--- config.mk ---
export PLATFORM = sky130hd
export DESIGN_NAME = mem_stage
export DESIGN_NICKNAME = d
export VERILOG_FILES = /design/src/rtl/mips_pkg.sv /design/src/rtl/mem_wb_reg.sv /design/src/rtl/mem_stage.sv
export SDC_FILE = /design/constraint.sdc
export NUM_CORES = 1
export LEC_CHECK = 0
export ABC_CLOCK_PERIOD_IN_PS = 2300
export BUFFER_PORTS_ARGS = -buffer_cell sky130_fd_sc_hd__buf_2
export CAP_MARGIN = 20
export CORE_AREA = 2 2 121 123
export DETAILED_ROUTE_END_ITERATION = 10
export DIE_AREA = 0 0 123 125
export SYNTH_ARGS = -nofsm -noshare
export SYNTH_HDL_FRONTEND = slang
export SYNTH_SLANG_ARGS = --single-unit
--- constraint.sdc ---
create_clock -name clk -period 2.3 [get_ports clk]
set_clock_uncertainty 0.2 [all_clocks]
set_input_delay 0.115 -clock clk [delete_from_list [all_inputs] [get_ports clk]]
set_output_delay 0.115 -clock clk [all_outputs]
set_load 0.02 [all_outputs]
--- src/rtl/mips_pkg.sv ---
// +----------------------------------------------------------------------+
// | mips_pkg                                                             |
// | Shared types and widths for the MIPS pipeline stages.                |
// | Rev 1.0 - initial release                                            |
// +----------------------------------------------------------------------+
`default_nettype none

package mips_pkg;

  localparam int c_DATA_W = 32;
  localparam int c_REG_W  = 5;

  typedef enum logic [0:0] {
    IDLE   = 1'b0,
    ACCESS = 1'b1
  } memState_t;

endpackage : mips_pkg

`default_nettype wire

--- src/rtl/mem_wb_reg.sv ---
// +----------------------------------------------------------------------+
// | mem_wb_reg                                                           |
// | MEM/WB pipeline register with bubble insertion and async reset.      |
// | Rev 1.0 - initial release                                            |
// +----------------------------------------------------------------------+
`default_nettype none

module mem_wb_reg
  import mips_pkg::*;
#(
  parameter int DATA_W = c_DATA_W,
  parameter int REG_W  = c_REG_W
) (
  input  logic              clk,
  input  logic              rst_n,
  input  logic              i_bubble,
  input  logic              i_valid,
  input  logic              i_regWrite,
  input  logic              i_memToReg,
  input  logic [DATA_W-1:0] i_readData,
  input  logic [DATA_W-1:0] i_aluResult,
  input  logic [REG_W-1:0]  i_writeReg,
  output logic              o_valid,
  output logic              o_regWrite,
  output logic              o_memToReg,
  output logic [DATA_W-1:0] o_readData,
  output logic [DATA_W-1:0] o_aluResult,
  output logic [REG_W-1:0]  o_writeReg
);

  logic              r_valid;
  logic              r_regWrite;
  logic              r_memToReg;
  logic [DATA_W-1:0] r_readData;
  logic [DATA_W-1:0] r_aluResult;
  logic [REG_W-1:0]  r_writeReg;

  // A bubble clears only the control bits; data fields keep their old contents.
  always_ff @(posedge clk or negedge rst_n) begin
    if (!rst_n) begin
      r_valid     <= 1'b0;
      r_regWrite  <= 1'b0;
      r_memToReg  <= 1'b0;
      r_readData  <= '0;
      r_aluResult <= '0;
      r_writeReg  <= '0;
    end else if (i_bubble) begin
      r_valid    <= 1'b0;
      r_regWrite <= 1'b0;
      r_memToReg <= 1'b0;
    end else begin
      r_valid     <= i_valid;
      r_regWrite  <= i_regWrite;
      r_memToReg  <= i_memToReg;
      r_readData  <= i_readData;
      r_aluResult <= i_aluResult;
      r_writeReg  <= i_writeReg;
    end
  end

  assign o_valid     = r_valid;
  assign o_regWrite  = r_regWrite;
  assign o_memToReg  = r_memToReg;
  assign o_readData  = r_readData;
  assign o_aluResult = r_aluResult;
  assign o_writeReg  = r_writeReg;

endmodule : mem_wb_reg

`default_nettype wire

--- src/rtl/mem_stage.sv ---
// +----------------------------------------------------------------------+
// | mem_stage                                                            |
// | MIPS memory stage: branch resolve, req/ack data access, MEM/WB reg.  |
// | Rev 1.0 - initial release                                            |
// +----------------------------------------------------------------------+
`default_nettype none

module mem_stage
  import mips_pkg::*;
#(
  parameter int DATA_W  = c_DATA_W,
  parameter int TIMEOUT = 16
) (
  input  logic               clk,
  input  logic               rst_n,
  input  logic               hit,
  input  logic [DATA_W-1:0]  branchTarget,
  input  logic               zeroFlag,
  input  logic [DATA_W-1:0]  ALUResult,
  input  logic [DATA_W-1:0]  readData2,
  input  logic [c_REG_W-1:0] writeReg,
  input  logic               MemRead,
  input  logic               MemWrite,
  input  logic               Branch,
  input  logic               RegWrite,
  input  logic               MemToReg,
  output logic               dmem_req,
  output logic               dmem_we,
  output logic [DATA_W-1:0]  dmem_addr,
  output logic [DATA_W-1:0]  dmem_wdata,
  input  logic               dmem_ack,
  input  logic [DATA_W-1:0]  dmem_rdata,
  output logic               stall,
  output logic               PCSrc,
  output logic [DATA_W-1:0]  pcTarget,
  output logic               valid_Out,
  output logic               RegWrite_Out,
  output logic               MemToReg_Out,
  output logic [DATA_W-1:0]  readData_Out,
  output logic [DATA_W-1:0]  ALUResult_Out,
  output logic [c_REG_W-1:0] writeReg_Out,
  output logic               mem_err
);

  localparam int                 c_CNT_W   = $clog2(TIMEOUT + 1);
  localparam logic [c_CNT_W-1:0] c_TIMEOUT = c_CNT_W'(TIMEOUT);
  localparam logic [c_CNT_W-1:0] c_ONE     = c_CNT_W'(1);

  memState_t          r_state;
  logic [c_CNT_W-1:0] r_cnt;
  logic               r_memErr;

  logic               w_memop;
  logic               w_inAccess;
  logic               w_ack;
  logic               w_limit;
  logic               w_timeout;
  logic               w_stall;
  logic               w_bubble;
  logic [DATA_W-1:0]  w_readData;

  assign w_memop    = hit & (MemRead | MemWrite);
  assign w_inAccess = (r_state == ACCESS);
  assign w_ack      = w_inAccess & dmem_ack;
  assign w_limit    = w_inAccess & (r_cnt == c_TIMEOUT);
  // An ack arriving on the limit cycle still completes the access normally.
  assign w_timeout  = w_limit & ~dmem_ack;
  assign w_stall    = w_memop & ~(w_ack | w_limit);

  // The issue cycle counts as the first wait cycle, so the counter enters
  // ACCESS at 1 and the limit cycle is T+TIMEOUT.
  always_ff @(posedge clk or negedge rst_n) begin
    if (!rst_n) begin
      r_state  <= IDLE;
      r_cnt    <= '0;
      r_memErr <= 1'b0;
    end else begin
      case (r_state)
        IDLE: begin
          r_cnt <= '0;
          if (w_memop) begin
            r_state <= ACCESS;
            r_cnt   <= c_ONE;
          end
        end
        ACCESS: begin
          if (dmem_ack || w_limit) begin
            r_state <= IDLE;
            r_cnt   <= '0;
          end else begin
            r_cnt <= r_cnt + c_ONE;
          end
          if (w_timeout) begin
            r_memErr <= 1'b1;
          end
        end
        default: begin
          r_state <= IDLE;
          r_cnt   <= '0;
        end
      endcase
    end
  end

  // Gated by rst_n so the request and stall drop the moment reset asserts.
  assign dmem_req   = rst_n & (((r_state == IDLE) & w_memop) | w_inAccess);
  assign stall      = rst_n & w_stall;
  assign dmem_we    = MemWrite;
  assign dmem_addr  = ALUResult;
  assign dmem_wdata = readData2;
  assign PCSrc      = rst_n & hit & Branch & zeroFlag;
  assign pcTarget   = branchTarget;
  assign mem_err    = r_memErr;

  assign w_bubble   = w_stall | ~hit;
  assign w_readData = (w_ack & MemRead & ~MemWrite) ? dmem_rdata : '0;

  mem_wb_reg #(
    .DATA_W (DATA_W),
    .REG_W  (c_REG_W)
  ) u_memWb (
    .clk         (clk),
    .rst_n       (rst_n),
    .i_bubble    (w_bubble),
    .i_valid     (hit),
    .i_regWrite  (RegWrite & ~w_timeout),
    .i_memToReg  (MemToReg),
    .i_readData  (w_readData),
    .i_aluResult (ALUResult),
    .i_writeReg  (writeReg),
    .o_valid     (valid_Out),
    .o_regWrite  (RegWrite_Out),
    .o_memToReg  (MemToReg_Out),
    .o_readData  (readData_Out),
    .o_aluResult (ALUResult_Out),
    .o_writeReg  (writeReg_Out)
  );

endmodule : mem_stage

`default_nettype wire

==> run metrics <==
Fill cells 1363; measured slew at the worst slew-check pin 606 ps; internal power ~3.1 mW; Fin Setup TNS 0 ps; H-Tree Depth 3; Post-synth EDFFs 0; iteration count of the initial detailed-routing pass 4; Synth Instances 354; Slew Limit Fails 0; largest net degree at the start of global routing 48; Die H 125 µm; Via density 4.15; Syn Std Cell Area 4110 µm²; Initial Util 29.0%; Die ar. 15400 µm²; CTS Sinks 79; CTS buffer count 9; crit path DAT roughly 2200 ps; DRT iter0 DRCs 73; clock power share 34.1%; Final Critical Period ~2100 ps; final hold viol count 0; first-pass GRT wire length ~15 mm; Worst Setup SP r_cnt[0]$_DFF_PN0_; ys async rst share 100%; Yosys cell types 28; Final Wtd Congestion approximately 0.7; max-cap check violation count 0; GRT Overall Usage between 10 and 15%; Die W 123 µm; maximum clock frequency 471 MHz; Worst Path Required 2320 ps; Avg Cell Area, Syn 11.6 µm²; Setup Fix Bufs, Post-CTS 0; CP endpoint kind register; io pins 316; result of the run completed; top_reg_cell synth dfrtp_1; CP Capture Point u_memWb.o_regWrite$_DFF_PN0_; Net Sw Frac 28.9%; worst-case clock buffer depth 2; drt drc 0; register area share after synthesis around 48%; core area 14200 µm²; flops & latches, synth 79; Hold Crit Class input pin to primary output; Clock Tree Root clkbuf_16; clk slew on worst S/H paths around 60 ps; cts repair resizes 0; Reg-to-Reg End u_memWb.o_regWrite$_DFF_PN0_; reg2reg path depth 8; vias 2963; P_sw 1.27 mW; Lkg Pwr between 2 and 3 nW; Synth warnings 0; unrepaired setup endpoints after global routing no; final period utilization 92.3%; final antenna-violating net count 0; Routed WL per cell between 10 and 15 µm; CTS tree built; Worst Path Max Fanout 17; fin nets 670; Hold Crit Depth 0; final WL 10.3 mm; HPWL after detailed placement 6.93 mm; Reg power frac between 30 and 40%; reg-to-reg setup timing slack 180 ps; antenna fix cells 0; initial antenna violation count 2; fraction of layout cells with a size suffix above 1 47.0%; placement row count 44; Final Util about two fifths; peak supply drop 0.000315 V; number of port buffers 187; synth-to-layout area growth 37.0%; Power per Cell Area 779 nW/µm²; Slew HR 59.6%; Setup-failing EPs final 0; later-pin clock latency in the skew report between 300 and 400 ps; crit path kind register to register; gr ovfl total 0; Synthesized Nets 499; Crit Reg-Reg Startpoint r_cnt[0]$_DFF_PN0_; Comb power frac 26.9%; number of global-route vias before repair 3041; crit start category register
-- cell usage after synthesis, types with 2 or more instances --
cell      number  area [µm²]
mux2_2         7        78.8
dfrtp_1       79        1980
nand3_1        3        15.0
mux2i_1       32         320
buf_6          3        33.8
buf_4        101         758
xor2_1         2        17.5
nand2_1       32         120
mux2_4        30         450
nor2_1         5        18.8
o21ai_0        3        15.0
and3_1         2        12.5
clkbuf_1       4        15.0
ha_1           2        25.0
inv_1         36         135
-- cell families after synthesis --
| group | after synthesis | share of synthesized area (%) |
|---|---|---|
| simple gates | 49 | 5.75 |
| fa+ha+maj | 2 | 0.608 |
| mux | 69 | 20.7 |
| compound gates | 7 | 1.28 |
| xor+xnor | 3 | 0.639 |
| flops | 79 | 48.1 |
| buf+inv | 145 | 23.0 |
-- critical path, cell delays in order (launching register included) --
cell       delay [ps]
dfrtp_1           390
inv_1              60
ha_1              190
nor4bb_4          170
o311ai_4          320
buf_4             230
inv_2              80
clkbuf_16         200
and3_1            180
-- cell usage in the layout (no fill, tap or decap), types with 2 or more instances in the layout --
cell,n
o21ai_0,3
clkbuf_16,10
clkinv_2,2
buf_4,5
nor2_1,5
mux2i_1,32
inv_1,36
nand3_1,3
nand2_1,32
mux2_4,30
dfrtp_1,79
and3_1,2
dlygate4sd3_1,74
ha_1,2
buf_12,2
buf_2,186
bufinv_16,2
xor2_1,2
clkinvlp_4,2
mux2_2,7
-- metrics by stage --
step	power (mW)	cell area, µm²	hold slack, ps	instances	setup WS (ps)
global placement	2.80	4550	-1.43	623	210
detailed placement	2.82	4550	1.23	623	148
CTS	4.44	5610	20.0	713	150
finish	4.39	5630	30.0	714	176
floorplan	2.61	4110	-381	354	234
global route	4.62	5630	30.0	714	22.7
-- routing by layer --
metal | track usage, % | share of wire [%] | vias to the layer above | wire length, µm
li1 | - | - | 1365 | -
met4 | 5.95 | 2.6 | 4 | 267
met1 | 12.4 | 36 | 1375 | 3690
met5 | 0 | 0.20 | - | 21
met2 | 23.7 | 51 | 174 | 5280
met3 | 4.93 | 10 | 45 | 1060
-- timing repair --
item / in CTS / in global routing
hold endpoints to repair: 152 / 0
hold buffers: 74 / 0
setup endpoints to repair: 0 / 1
-- state kept, by name (all words and copies together), names as in the netlist --
register,cells
r_state,1
r_cnt,5
u_memWb.o_valid,1
mem_err,1
u_memWb.o_writeReg,5
u_memWb.o_memToReg,1
u_memWb.o_aluResult,32
u_memWb.o_regWrite,1
u_memWb.o_readData,32
-- cell type report --
cell class | count | area, µm² | area share [%]
Sequential cell | 79 | 1980 | 35.1
Timing Repair Buffer | 268 | 1770 | 31.5
Multi-Input combinational cell | 130 | 1200 | 21.3
Tap cell | 184 | 230 | 4.09
Clock buffer | 10 | 229 | 4.06
Inverter | 37 | 139 | 2.47
Clock inverter | 6 | 85.1 | 1.51
-- power by group through the flow --
stage               Sequential [mW]  Clock [mW]  Combinational, mW
floorplan                      1.98           0              0.621
global route                   1.74        1.62               1.26
CTS                            1.71        1.55               1.18
finish                         1.71        1.50               1.18
global placement               1.73           0               1.07
detailed placement             1.73           0               1.08
-- how the worst min path moves through the flow --
stage                   from                           endpoint  slack [ps]
6_report       readData2[16]                     dmem_wdata[16]          30
5_1_grt        readData2[17]                     dmem_wdata[17]          30
4_1_cts             dmem_ack                mem_err$_DFFE_PN0P_          20
3_5_place_dp           rst_n  u_memWb.o_writeReg[3]$_DFFE_PN0N_           1
3_3_place_gp           rst_n  u_memWb.o_writeReg[3]$_DFFE_PN0N_          -1
2_1_floorplan          rst_n                mem_err$_DFFE_PN0P_        -380
Note: power is estimated with default switching activity, not from simulation.
